<file path="src/rtl/common_pkg.sv">
`default_nettype none
// +----------------------------------------------------------------------+
// | common_pkg                                                           |
// | Shared types and constants for the instruction loader.               |
// | Revision: 1.0                                                        |
// +----------------------------------------------------------------------+
package common_pkg;

    localparam int LOADER_LEN_BYTES = 4;

    // S_CHK keeps its code even when the checksum build option is off
    typedef enum logic [2:0] {
        S_LEN  = 3'd0,
        S_DATA = 3'd1,
        S_CHK  = 3'd2,
        S_DONE = 3'd3,
        S_ERR  = 3'd4
    } loader_state_t;

endpackage
`default_nettype wire

</file>
<file path="src/rtl/loader_word_assembler.sv">
`default_nettype none
// +----------------------------------------------------------------------+
// | loader_word_assembler                                                |
// | Packs a little-endian byte stream into 32-bit words.                 |
// | Revision: 1.0                                                        |
// +----------------------------------------------------------------------+
module loader_word_assembler
    import common_pkg::*;
(
    input  logic        clk,
    input  logic        rst,
    input  logic        clear,
    input  logic [7:0]  byte_in,
    input  logic        byte_valid,
    output logic [31:0] word_out,
    output logic        word_done
);

    localparam logic [1:0] c_LAST_LANE = 2'(LOADER_LEN_BYTES - 1);

    logic [1:0]  r_lane;
    logic [31:0] r_word;

    // Current byte is merged combinationally so the owner can capture the
    // complete word on the same edge that accepts the 4th byte.
    always_comb begin
        word_out = r_word;
        if (byte_valid) begin
            case (r_lane)
                2'd0:    word_out[7:0]   = byte_in;
                2'd1:    word_out[15:8]  = byte_in;
                2'd2:    word_out[23:16] = byte_in;
                default: word_out[31:24] = byte_in;
            endcase
        end
    end

    assign word_done = byte_valid && (r_lane == c_LAST_LANE);

    always_ff @(posedge clk) begin
        if (rst) begin
            r_lane <= 2'd0;
            r_word <= 32'd0;
        end else begin
            if (byte_valid) begin
                r_word <= word_out;
            end
            if (clear) begin
                r_lane <= 2'd0;
            end else if (byte_valid) begin
                r_lane <= r_lane + 2'd1;
            end
        end
    end

endmodule
`default_nettype wire

</file>
<file path="src/rtl/uart_instr_loader.sv">
`default_nettype none
// +----------------------------------------------------------------------+
// | uart_instr_loader                                                    |
// | Length-prefixed UART program loader driving the imem write port.     |
// | Build option: LOADER_CHECKSUM_EN adds a trailing XOR checksum byte.  |
// | Revision: 1.0                                                        |
// +----------------------------------------------------------------------+
module uart_instr_loader
    import common_pkg::*;
#(
    parameter int MAX_WORDS = 1024
) (
    input  logic        clk,
    input  logic        rst,
    input  logic [7:0]  rx_data,
    input  logic        rx_valid,
    output logic [31:0] write_byte_address,
    output logic [31:0] write_instr_data,
    output logic        write_instr_valid,
    output logic        start,
    output logic        load_error,
    output logic [15:0] words_loaded
);

    localparam logic [31:0] c_MAX_WORDS   = 32'(MAX_WORDS);
    localparam logic [15:0] c_MAX_LOADED  = 16'(MAX_WORDS);
`ifdef LOADER_CHECKSUM_EN
    localparam loader_state_t c_PAYLOAD_END = S_CHK;
`else
    localparam loader_state_t c_PAYLOAD_END = S_DONE;
`endif

    loader_state_t r_state;
    logic [31:0]   r_word_count;
    logic [15:0]   r_words_loaded;
    logic [31:0]   r_write_byte_address;
    logic [31:0]   r_write_instr_data;
    logic          r_write_instr_valid;
    logic          r_start;
    logic          r_load_error;
`ifdef LOADER_CHECKSUM_EN
    logic [7:0]    r_xor;
`endif

    logic          w_asm_valid;
    logic          w_word_done;
    logic [31:0]   w_word;
    logic [31:0]   w_next_loaded;
    logic          w_last;
    logic          w_clear;

    assign w_asm_valid   = rx_valid && ((r_state == S_LEN) || (r_state == S_DATA));
    assign w_next_loaded = {16'd0, r_words_loaded} + 32'd1;
    assign w_last        = (w_next_loaded == r_word_count);
    assign w_clear       = w_word_done &&
                           ((r_state == S_LEN) || ((r_state == S_DATA) && w_last));

    loader_word_assembler u_asm (
        .clk        (clk),
        .rst        (rst),
        .clear      (w_clear),
        .byte_in    (rx_data),
        .byte_valid (w_asm_valid),
        .word_out   (w_word),
        .word_done  (w_word_done)
    );

    always_ff @(posedge clk) begin
        if (rst) begin
            r_state              <= S_LEN;
            r_word_count         <= 32'd0;
            r_words_loaded       <= 16'd0;
            r_write_byte_address <= 32'd0;
            r_write_instr_data   <= 32'd0;
            r_write_instr_valid  <= 1'b0;
            r_start              <= 1'b0;
            r_load_error         <= 1'b0;
`ifdef LOADER_CHECKSUM_EN
            r_xor                <= 8'd0;
`endif
        end else begin
            r_write_instr_valid <= 1'b0;
            case (r_state)
                S_LEN: begin
                    if (w_word_done) begin
                        r_word_count <= w_word;
                        if (w_word == 32'd0) begin
                            r_state <= c_PAYLOAD_END;
                            // An empty program has no final strobe to wait behind
                            r_start <= (c_PAYLOAD_END == S_DONE);
                        end else if (w_word > c_MAX_WORDS) begin
                            r_state      <= S_ERR;
                            r_load_error <= 1'b1;
                        end else begin
                            r_state <= S_DATA;
                        end
                    end
                end
                S_DATA: begin
`ifdef LOADER_CHECKSUM_EN
                    if (rx_valid) begin
                        r_xor <= r_xor ^ rx_data;
                    end
`endif
                    if (w_word_done) begin
                        r_write_instr_data   <= w_word;
                        r_write_byte_address <= {14'd0, r_words_loaded, 2'b00};
                        r_write_instr_valid  <= 1'b1;
                        if (r_words_loaded != c_MAX_LOADED) begin
                            r_words_loaded <= r_words_loaded + 16'd1;
                        end
                        if (w_last) begin
                            r_state <= c_PAYLOAD_END;
                        end
                    end
                end
`ifdef LOADER_CHECKSUM_EN
                S_CHK: begin
                    if (rx_valid) begin
                        if (rx_data == r_xor) begin
                            r_state <= S_DONE;
                            r_start <= 1'b1;
                        end else begin
                            r_state      <= S_ERR;
                            r_load_error <= 1'b1;
                        end
                    end
                end
`endif
                S_DONE: begin
                    // Raised one cycle after entry so it never overlaps the last strobe
                    r_start <= 1'b1;
                end
                S_ERR: begin
                    r_load_error <= 1'b1;
                end
                default: begin
                    r_state <= S_ERR;
                end
            endcase
        end
    end

    assign write_byte_address = r_write_byte_address;
    assign write_instr_data   = r_write_instr_data;
    assign write_instr_valid  = r_write_instr_valid;
    assign start              = r_start;
    assign load_error         = r_load_error;
    assign words_loaded       = r_words_loaded;

endmodule
`default_nettype wire

</file>
<file path="config.mk">
export PLATFORM = sky130hd
export DESIGN_NAME = uart_instr_loader
export DESIGN_NICKNAME = d
export VERILOG_FILES = /design/src/rtl/common_pkg.sv /design/src/rtl/loader_word_assembler.sv /design/src/rtl/uart_instr_loader.sv
export SDC_FILE = /design/constraint.sdc
export NUM_CORES = 1
export LEC_CHECK = 0
export CELL_PAD_IN_SITES_DETAIL_PLACEMENT = 1
export CELL_PAD_IN_SITES_GLOBAL_PLACEMENT = 1
export CORE_MARGIN = 2
export CORE_UTILIZATION = 37
export CTS_CLUSTER_SIZE = 40
export DETAILED_ROUTE_END_ITERATION = 8
export GPL_TIMING_DRIVEN = 1
export PLACE_DENSITY = 0.86
export SETUP_SLACK_MARGIN = 0.15
export SLEW_MARGIN = 10
export SYNTH_ARGS = -nofsm -noshare
export SYNTH_HDL_FRONTEND = slang
export SYNTH_HIERARCHICAL = 1
export SYNTH_SLANG_ARGS = --single-unit
</file>
<file path="constraint.sdc">
create_clock -name clk -period 2.4 [get_ports clk]
set_input_delay 0.48 -clock clk [delete_from_list [all_inputs] [get_ports clk]]
set_output_delay 0.48 -clock clk [all_outputs]
set_load 0.005 [all_outputs]
</file>
==> out/metrics.cfg <==
[synthesis]
synthArstFlopShare = 0
ys_types = 57
netlist_instances = 750
yosys_register_bits = 136
yosysWarnings = 6
syn_area_sq_um = 6465
ys.flop_type = dfxtp_1
seq_area_frac_synth = 0.4211
synth_edf_count = 0
avgSynthCellArea_sq_um = 8.620

[drt]
dr.first_iter.drc_count = 546
ant_nets = 0
drc = 0
viasPerCell = 5.668
drt_pass1_iterations = 5
num_vias = 6444
wire_per_inst_um = 23.76
wl_um = 27020

[floorplanning]
ios = 94
die_y_um = 136.2
fp.dieArea_sq_um = 18550
coreArea_sq_um = 17180
start_util = 0.3764
fp-row-count = 48
die_w_um = 136.2

[min_path]
holdPathStages = 2
hp-class = reg2reg

[worst_setup_path]
max_stage_delay_ps = 360
path_cells = nor2_4 -> and2_4 -> and2_4 -> buf_12 -> mux2_4 -> nor4_4 -> nand3_2 -> nor4_4 -> buf_4 -> a21o_1 -> a21oi_2 -> nor2_1
crit_type = reg2reg
critPathMaxFanout = 5
required_ps = 2760
critPathTopFamily = simple AND/OR/NAND/NOR gates
worstSetupStartpointType = flop
slowest_stage = nor4_4
endpoint_kind = flop
rr_worst_depth = 12
crit_cells = 12
cp_num_buf_inv = 2
worstPathArrival_ps = 3230

[clock_tree]
h-tree-depth = 4
tritoncts = done
clk_pin_slew_ps = 60
clock_sinks = 136
cts-root-buf = clkbuf_16
clkLatencyLatePin_ps = 440
cts_max_path_buffers = 2
cts_buffers = 17

[sta]
maxSlewViolCount = 0
setup_viol_count_final = 6
period_needed_ps = 2860
worst_slew_pin_slew_ps = 644.3
fin_worst_skew_ps = 11.77
setup_tns_ps = -2061
hold_violations = 0
grt_setup_unrepaired = true
setup_slack_ps = -460.4
holdWs_ps = 454.0
max_freq_mhz = 349.6
fin_crit_sh = 1.192
maxSlewHeadroom = 0.5644

[place]
place_hpwl_um = 14730
numPortBuffers = 77
dpl.cell_count = 1088
place_ws_ps = -833.9
gp_congestion = 0.8924
placed_area_sq_um = 7883

[pwr]
power_density_nw_per_um2 = 628.7
peakVddDrop_uv = 595.9
finalPower_mw = 5.623
p_leak_nw = 3.467

[status]
violations = negative setup slack
status = complete, but fails checks

[layout]
final_area_sq_um = 8945
final_nets = 918
drive_gt1_frac = 0.2643
fin_cells = 1137
final_core_util = 0.5208
antenna_cells = 0
areaGrowthSynthToFinish_pct = 38.36

[flow_run]
cap_violations = 0

[global_routing]
track_usage = 0.2618
grt_max_degree = 65
grt.overflow.total = 0
grt_antenna_before_repair = 0
grt_pass1_wl_um = 36530
grt_pass1_vias = 6380

-- synth_stat cells, types with 4 or more instances --
library cell,number,area [sq um]
a21oi_1,88,440.4
and2_1,5,31.28
buf_2,5,25.02
buf_4,25,187.7
buf_6,6,67.56
clkbuf_1,32,120.1
dfxtp_1,136,2723
ha_1,8,100.1
inv_1,7,26.28
mux2_2,27,304.0
mux2_4,5,75.07
mux2i_1,35,350.3
nand2_1,174,653.1
nand2b_1,41,256.5
nand3_1,7,35.03
nand3_2,4,40.04
nand4_1,11,68.82
nor2_1,25,93.84
nor3_1,9,45.04
nor4_1,15,93.84
o21ai_0,5,25.02
xnor2_1,16,140.1
xor2_1,19,166.4
-- routing by layer --
layer | vias to the layer above | part of all wire | GRT usage
li1 | 2793 | - | -
met1 | 3204 | 0.41 | 0.3183
met2 | 329 | 0.48 | 0.4302
met3 | 118 | 0.055 | 0.05742
met4 | 0 | 0.062 | 0.1424
met5 | - | 0 | 0
-- cells by family (layout without fill, tap and decap cells) --
logic type,Yosys count,count (layout),synth area share
fa+ha+maj,8,8,0.01548
compound gates,110,110,0.09406
other cells,1,16,0.0005801
simple gates,315,315,0.2363
buf+inv,77,224,0.06967
xor+xnor,36,36,0.04993
flops,136,136,0.4211
mux,67,67,0.1128
-- worst paths after layout --
kind,from,endpoint,slack (ps)
setup reg to reg,r_state[2],start,-460
setup / recovery,r_state[2],start,-460
hold / removal,write_byte_address[7],write_byte_address[7],450
hold reg to reg,write_byte_address[7],write_byte_address[7],450
-- report_power, final --
part	internal, mW	leakage, nW	switching [mW]	total, mW
clock network	1.46	0.262	1.13	2.58
logic	0.336	2.10	0.385	0.721
registers	2.29	1.10	0.0325	2.32
-- cells in the final DEF (no fill, tap or decap), types with 5 or more instances in the layout --
master and n:
nor4_4 7, buf_4 99, nor2_1 23, clkdlybuf4s50_1 75, clkinvlp_4 5, dfxtp_1 124
nand3_2 6, nand2_1 172, nand2b_1 41, a21oi_1 85, mux2i_1 35, clkbuf_16 17
nor4_1 7, xor2_1 18, buf_6 5, dfxtp_2 8, nand4_1 11, conb_1 16
o21ai_0 5, mux2_2 20, mux2_4 12, xnor2_1 15, nor3_2 5
-- layout make-up --
cell class              instances  area [sq um]
repair buffers                185          1667
clock buffers                  19         442.9
multi-input cells             552          3656
flip-flops and latches        136          2748
well taps                     225         281.5
fillers                      1966          8232
clock inverters                13         121.4
inverters                       7         28.78
-- what timing repair did --
item                                    CTS  global route
gates cloned                              1             0
pin swaps                                13            20
buffers inserted                          7             9
resized for setup                        36            48
endpoints found under the setup margin    7            18
hold buffers                              0             0
-- tightest hold or removal path: stages (launching register included) --
cell	delay, ps
dfxtp_1	310
nand2_1	50
a21oi_1	50
-- state kept, by name, summed over array words and instances, names as in the netlist --
signal              flops
r_word_count           32
u_asm/r_word           32
write_instr_data       32
words_loaded           16
write_byte_address     16
r_state                 3
u_asm/r_lane            2
load_error              1
start                   1
write_instr_valid       1
Note: power is estimated with default switching activity, not from simulation.
